**src/rtl/if_stage_pkg.sv**
```systemverilog
// rtl/if_stage_pkg.sv - shared constants and types for the instruction-fetch stage
package if_stage_pkg;

  localparam int INST_LEN = 32;
  localparam int XLEN_DEFAULT = 64;

  typedef logic [INST_LEN-1:0] instr_t;

  localparam instr_t NOP = 32'h0000_0013;

endpackage

```
**src/rtl/if_stage_if.sv**
```systemverilog
// rtl/if_stage_if.sv - fetch-stage bundle: imem request/response, redirect, stall and decode outputs
interface if_stage_if
  import if_stage_pkg::*;
#(
  parameter int XLEN = XLEN_DEFAULT
) ();

  logic            stalln_i;
  logic            redirect_i;
  logic [XLEN-1:0] redirect_pc_i;
  logic            imem_req_valid_o;
  logic            imem_req_ready_i;
  logic [XLEN-1:0] imem_req_addr_o;
  logic            imem_rsp_valid_i;
  instr_t          imem_rsp_data_i;
  logic            valid_o;
  logic [XLEN-1:0] pc_o;
  instr_t          instr_o;

  modport master (
    input  stalln_i, redirect_i, redirect_pc_i, imem_req_ready_i,
    input  imem_rsp_valid_i, imem_rsp_data_i,
    output imem_req_valid_o, imem_req_addr_o, valid_o, pc_o, instr_o
  );

  modport slave (
    output stalln_i, redirect_i, redirect_pc_i, imem_req_ready_i,
    output imem_rsp_valid_i, imem_rsp_data_i,
    input  imem_req_valid_o, imem_req_addr_o, valid_o, pc_o, instr_o
  );

endinterface

```
**src/rtl/if_stage_fetch_queue.sv**
```systemverilog
// rtl/if_stage_fetch_queue.sv - in-order instruction queue with allocate/fill/pop/flush and drop accounting
module fetch_queue
  import if_stage_pkg::*;
#(
  parameter int XLEN  = XLEN_DEFAULT,
  parameter int DEPTH = 4
) (
  input  logic            clk,
  input  logic            rst,
  input  logic            flush,
  input  logic            alloc,
  input  logic [XLEN-1:0] alloc_pc,
  input  logic            rsp_valid,
  input  instr_t          rsp_data,
  input  logic            stalln,
  output logic            can_alloc,
  output logic            valid,
  output logic [XLEN-1:0] head_pc,
  output instr_t          head_instr
);

  localparam int PW = $clog2(DEPTH);
  localparam int CW = PW + 1;
  // Stale responses from several back-to-back redirects can stack up, so the
  // outstanding counters get headroom beyond a single queue's worth.
  localparam int OW = PW + 3;

  logic [PW-1:0]   head, tail, fill;
  logic [CW-1:0]   count;
  logic [OW-1:0]   inflight, drop;
  logic [DEPTH-1:0] full;
  logic [XLEN-1:0] pc_mem    [DEPTH];
  instr_t          instr_mem [DEPTH];
  logic            pop, take;

  assign valid      = full[head];
  assign pop        = valid && stalln && !flush;
  assign take       = rsp_valid && (drop == '0) && !flush;
  assign can_alloc  = (count < CW'(DEPTH)) || pop;
  assign head_pc    = valid ? pc_mem[head] : '0;
  assign head_instr = valid ? instr_mem[head] : NOP;

  always_ff @(posedge clk or posedge rst) begin
    if (rst) begin
      head     <= '0;
      tail     <= '0;
      fill     <= '0;
      count    <= '0;
      full     <= '0;
      inflight <= '0;
      drop     <= '0;
    end else if (flush) begin
      head     <= '0;
      tail     <= '0;
      fill     <= '0;
      count    <= '0;
      full     <= '0;
      inflight <= '0;
      // Everything still outstanding is stale; a response landing now is one of them.
      drop     <= drop + inflight - OW'(rsp_valid);
    end else begin
      if (pop) begin
        full[head] <= 1'b0;
        head       <= head + 1'b1;
      end
      if (alloc) begin
        full[tail] <= 1'b0;
        tail       <= tail + 1'b1;
      end
      if (take) begin
        full[fill] <= 1'b1;
        fill       <= fill + 1'b1;
      end
      if (rsp_valid && (drop != '0)) drop <= drop - 1'b1;
      count    <= count + CW'(alloc) - CW'(pop);
      inflight <= inflight + OW'(alloc) - OW'(take);
    end
  end

  always_ff @(posedge clk) begin
    if (alloc && !flush) pc_mem[tail] <= alloc_pc;
    if (take) instr_mem[fill] <= rsp_data;
  end

endmodule

```
**src/rtl/if_stage.sv**
```systemverilog
// rtl/if_stage.sv - instruction-fetch stage: fetch PC, request issue and decode-facing queue
module if_stage
  import if_stage_pkg::*;
#(
  parameter int              XLEN     = XLEN_DEFAULT,
  parameter logic [XLEN-1:0] RESET_PC = 64'h8000_0000,
  parameter int              DEPTH    = 4
) (
  input  logic       clk,
  input  logic       rst,
  if_stage_if.master bus
);

  logic [XLEN-1:0] fpc;
  logic            can_alloc, req_valid, accept;

  assign req_valid = !rst && !bus.redirect_i && can_alloc;
  assign accept    = req_valid && bus.imem_req_ready_i;

  always_ff @(posedge clk or posedge rst) begin
    if (rst) begin
      fpc <= RESET_PC;
    end else if (bus.redirect_i) begin
      fpc <= {bus.redirect_pc_i[XLEN-1:2], 2'b00};
    end else if (accept) begin
      fpc <= fpc + XLEN'(4);
    end
  end

  fetch_queue #(
    .XLEN  (XLEN),
    .DEPTH (DEPTH)
  ) u_queue (
    .clk        (clk),
    .rst        (rst),
    .flush      (bus.redirect_i),
    .alloc      (accept),
    .alloc_pc   (fpc),
    .rsp_valid  (bus.imem_rsp_valid_i),
    .rsp_data   (bus.imem_rsp_data_i),
    .stalln     (bus.stalln_i),
    .can_alloc  (can_alloc),
    .valid      (bus.valid_o),
    .head_pc    (bus.pc_o),
    .head_instr (bus.instr_o)
  );

  assign bus.imem_req_valid_o = req_valid;
  assign bus.imem_req_addr_o  = fpc;

endmodule
```
**src/flat_wrapper.sv**
```systemverilog
// flat-port wrapper written by rule: the top's interface ports become plain ports
module if_stage_flat import if_stage_pkg::*;
#(
  parameter int              XLEN     = XLEN_DEFAULT,
  parameter logic [XLEN-1:0] RESET_PC = 64'h8000_0000,
  parameter int              DEPTH    = 4
)
  (clk, rst, bus_stalln_i, bus_redirect_i, bus_redirect_pc_i, bus_imem_req_ready_i, bus_imem_rsp_valid_i, bus_imem_rsp_data_i, bus_imem_req_valid_o, bus_imem_req_addr_o, bus_valid_o, bus_pc_o, bus_instr_o);
  if_stage_if #(.XLEN(XLEN)) bus_i ();
  input  logic clk;
  input  logic rst;
  input wire logic [$bits(bus_i.stalln_i)-1:0] bus_stalln_i;
  input wire logic [$bits(bus_i.redirect_i)-1:0] bus_redirect_i;
  input wire logic [$bits(bus_i.redirect_pc_i)-1:0] bus_redirect_pc_i;
  input wire logic [$bits(bus_i.imem_req_ready_i)-1:0] bus_imem_req_ready_i;
  input wire logic [$bits(bus_i.imem_rsp_valid_i)-1:0] bus_imem_rsp_valid_i;
  input wire logic [$bits(bus_i.imem_rsp_data_i)-1:0] bus_imem_rsp_data_i;
  output wire logic [$bits(bus_i.imem_req_valid_o)-1:0] bus_imem_req_valid_o;
  output wire logic [$bits(bus_i.imem_req_addr_o)-1:0] bus_imem_req_addr_o;
  output wire logic [$bits(bus_i.valid_o)-1:0] bus_valid_o;
  output wire logic [$bits(bus_i.pc_o)-1:0] bus_pc_o;
  output wire logic [$bits(bus_i.instr_o)-1:0] bus_instr_o;
  assign bus_i.stalln_i = bus_stalln_i;
  assign bus_i.redirect_i = bus_redirect_i;
  assign bus_i.redirect_pc_i = bus_redirect_pc_i;
  assign bus_i.imem_req_ready_i = bus_imem_req_ready_i;
  assign bus_i.imem_rsp_valid_i = bus_imem_rsp_valid_i;
  assign bus_i.imem_rsp_data_i = bus_imem_rsp_data_i;
  assign bus_imem_req_valid_o = bus_i.imem_req_valid_o;
  assign bus_imem_req_addr_o = bus_i.imem_req_addr_o;
  assign bus_valid_o = bus_i.valid_o;
  assign bus_pc_o = bus_i.pc_o;
  assign bus_instr_o = bus_i.instr_o;
  if_stage #(.XLEN(XLEN), .RESET_PC(RESET_PC), .DEPTH(DEPTH)) u_core (.clk(clk), .rst(rst), .bus(bus_i));
endmodule
```
**config.mk**
```make
export PLATFORM = sky130hd
export DESIGN_NAME = if_stage_flat
export DESIGN_NICKNAME = d
export VERILOG_FILES = /design/src/rtl/if_stage_pkg.sv /design/src/rtl/if_stage_if.sv /design/src/rtl/if_stage_fetch_queue.sv /design/src/rtl/if_stage.sv /design/src/flat_wrapper.sv
export SDC_FILE = /design/constraint.sdc
export NUM_CORES = 1
export LEC_CHECK = 0
export CORE_UTILIZATION = 35
export CTS_BUF_LIST = sky130_fd_sc_hd__clkbuf_2
export DETAILED_ROUTE_END_ITERATION = 7
export SYNTH_ARGS = -nofsm -noshare
export SYNTH_HDL_FRONTEND = slang
export SYNTH_SLANG_ARGS = --single-unit
```
**constraint.sdc**
```tcl
create_clock -name clk -period 3.8 [get_ports clk]
set_input_delay 0.76 -clock clk [delete_from_list [all_inputs] [get_ports clk]]
set_output_delay 0.76 -clock clk [all_outputs]
set_load 0.02 [all_outputs]
```
==> flow_metrics.py <==
metrics = {
    "clocking": {
        "insertion_delay_ps": 1140,
        "h-tree-depth": 3,
        "cts_tree": "done",
        "cts-root-buf": "clkbuf_2",
        "cts_buffers": 116,
        "cts_sinks": 461,
        "path_clk_slew_ps": 110,
        "clock_path_buffers": 3,
    },
    "timing": {
        "maxSlewHeadroom_pct": 51.5,
        "tightest_slew_ps": 722,
        "skew_ps": 130,
        "holdWs_ps": 183,
        "maxSlewViolCount": 0,
        "fmax_mhz": 272,
        "rsz0062_at_grt": "true",
        "min_period_ps": 3680,
        "setup_viol": 0,
        "fin_crit_sh_pct": 96.8,
        "hold_viol": 0,
    },
    "worst_setup_path": {
        "reg2reg_slack_ps": 560,
        "start_kind": "register",
        "cp-end-kind": "output pin",
        "crit_type": "register to output pin",
        "arrival_ps": 2920,
        "cp-endpoint": "bus_pc_o[6]",
        "crit_fanout": 12,
        "crit_start": "u_core.u_queue.head[1]",
        "r2r-start": "u_core.u_queue.drop[0]",
        "reg2regPathDepth": 15,
        "reg2reg_to": "u_core.u_queue.inflight[4]",
        "required_ps": 3040,
    },
    "final_layout": {
        "drive_gt1_share_pct": 28.0,
        "fillers": 5097,
        "syn_to_final_growth_pct": 26.4,
        "final_nets": 1748,
    },
    "routing": {
        "drc": 0,
        "num_vias": 12500,
        "dr.first_iter.drc_count": 871,
        "finalWirelength_um": 54000,
        "vias_per_cell": 5.08,
        "ant_nets": 0,
        "firstDrtPassIters": 6,
        "routedWlPerCell_um": 21.9,
    },
    "global_routing": {
        "grt_max_degree": 59,
        "antenna_found_initial": 5,
        "grt_pass1_wl_um": 79200,
        "grt_pass1_vias": 12800,
        "track_usage_pct": 19.0,
        "grt_overflow": 0,
    },
    "place": {
        "port_buffers": 257,
        "place_congestion": 0.824,
        "dp_hpwl_um": 33300,
    },
    "outcome": {
        "status": "complete, no violations",
    },
    "synth": {
        "synth_top_cell_by_area": "edfxtp_1",
        "synth_cell_type_count": 62,
        "synth_commonest_cells": "edfxtp_1, nand2_1, nor2b_1",
        "ys_seq_area_share_pct": 68.3,
        "ys_seq_elements": 461,
        "ys_top_cells_by_area": "edfxtp_1, mux4_2, dfrtp_1",
        "syn_area_mm2": 0.0196,
        "synth.most_common_cell": "edfxtp_1",
        "synth_top_area_share_pct": 57.5,
        "synth_flop_cell": "edfxtp_1",
        "synth-edff-count": 376,
        "yosysWarnings": 0,
        "async_flop_share_pct": 18.4,
        "syn-instance-count": 1225,
        "synth_area_per_cell_um2": 16.0,
    },
    "floorplan": {
        "die_area_mm2": 0.0571,
        "core_mm2": 0.0553,
        "floorplan.initialDensity_pct": 35.5,
        "rows": 86,
        "die_y_um": 239,
        "top_level_ports": 264,
        "die_w_um": 239,
    },
    "power_and_ir_drop": {
        "ir_drop_mv": 0.199,
        "p_leak_nw": 8.80,
        "power_density_mw_per_mm2": 441,
        "total_power_mw": 10.9,
    },
    "job": {
        "maxCapViolCount": 0,
    },
    "hold_path": {
        "hold_class": "primary input to register",
    },
}
[placed cells by master (no fill, tap or decap), types with 42 or more instances in the layout]
master,netlist,layout
buf_2,16,47
nand2_1,100,100
dfrtp_1,84,82
clkbuf_2,0,172
buf_4,5,45
nor2b_1,95,88
o21ai_0,42,42
clkdlybuf4s50_1,0,160
mux4_2,94,94
edfxtp_1,376,376
[critical path, cell delays in order, from the launching register on]
cell and delay, ps:
dfrtp_4 530, mux2_4 360, mux2i_4 220, buf_12 170, buf_16 150, buf_12 150
nor2b_1 80, buf_2 160
[power breakdown]
part	switching (mW)	internal (mW)
Combinational	0.906	0.829
Clock	2.03	1.28
Sequential	0.225	5.68
Total	3.16	7.79
[flip-flops by register name, summed over array words and instances, names as in the netlist]
name and count:
u_core.u_queue.head 2, u_core.u_queue.full 4, u_core.u_queue.count 3, u_core.bus.imem_req_addr_o 62, u_core.u_queue.drop 5, u_core.u_queue.pc_mem 248, u_core.u_queue.instr_mem 128, u_core.u_queue.tail 2
u_core.u_queue.fill 2, u_core.u_queue.inflight 5
[through the flow]
step,TNS [ps],instances,area [µm²],utilization (%),setup slack (ps)
after floorplan,0,1228,19700,-,532
after global placement,0,2213,23400,42.2,174
after detailed placement,0,2213,23400,42.2,175
after CTS,-219,2456,24800,44.8,-43.6
after global routing,-986,2470,24800,44.9,-46.2
final,0,2470,24800,44.9,120
[kinds of logic (layout without fill, tap and decap cells)]
group	count (synthesis)	in the layout	synth area share, %
DFF	461	461	68.3
muxes	102	102	11.2
other	1	11	0.0191
AOI/OAI and AO/OA	118	118	4.05
adders and majority gates	33	33	2.22
and+or+nand+nor	358	358	9.85
xor gates and xnor gates	46	46	2.05
buffers and inverters	106	593	2.27
[timing repair]
| item | CTS | global route |
|---|---|---|
| endpoints found under the hold margin | 1 | 0 |
| buffers inserted | 14 | 7 |
| setup endpoints to repair | 96 | 32 |
| gates cloned | 8 | 0 |
| hold buffers | 1 | 0 |
| resized for setup | 358 | 22 |
| pin swaps | 1 | 0 |
[metal layers]
layer	vias to the layer above	part of all wire, %	wire length [µm]	global-route usage (%)
met5	-	0	0	0
met4	0	2.3	1230	7.34
met3	90	7.3	3910	4.90
met2	475	48	25700	29.8
met1	6394	43	23200	25.2
li1	5583	-	-	-
[worst min-delay path by stage]
stage                                     endpoint  slack [ps]                    from  cells after the start
global route        u_core.bus.imem_req_addr_o[25]          60   bus_redirect_pc_i[25]                      3
CTS                 u_core.bus.imem_req_addr_o[25]          20   bus_redirect_pc_i[25]                      3
global placement            u_core.u_queue.drop[4]         470  u_core.u_queue.drop[4]                      1
finish              u_core.bus.imem_req_addr_o[25]         180   bus_redirect_pc_i[25]                      3
floorplan                   u_core.u_queue.drop[4]         440  u_core.u_queue.drop[4]                      1
detailed placement          u_core.u_queue.drop[4]         470  u_core.u_queue.drop[4]                      1
[layout make-up]
cell class              instances  area, µm²  share of cell area [%]
multi-input cells             661       5840                    23.5
flip-flops and latches        461      13400                    54.1
clock buffers                 168        841                    3.39
well taps                     748        936                    3.77
clock inverters                52        239                   0.963
inverters                      44        173                   0.695
repair buffers                329       3350                    13.5
diodes                          7       17.5                  0.0706
Power figures use the tool's default switching activity.
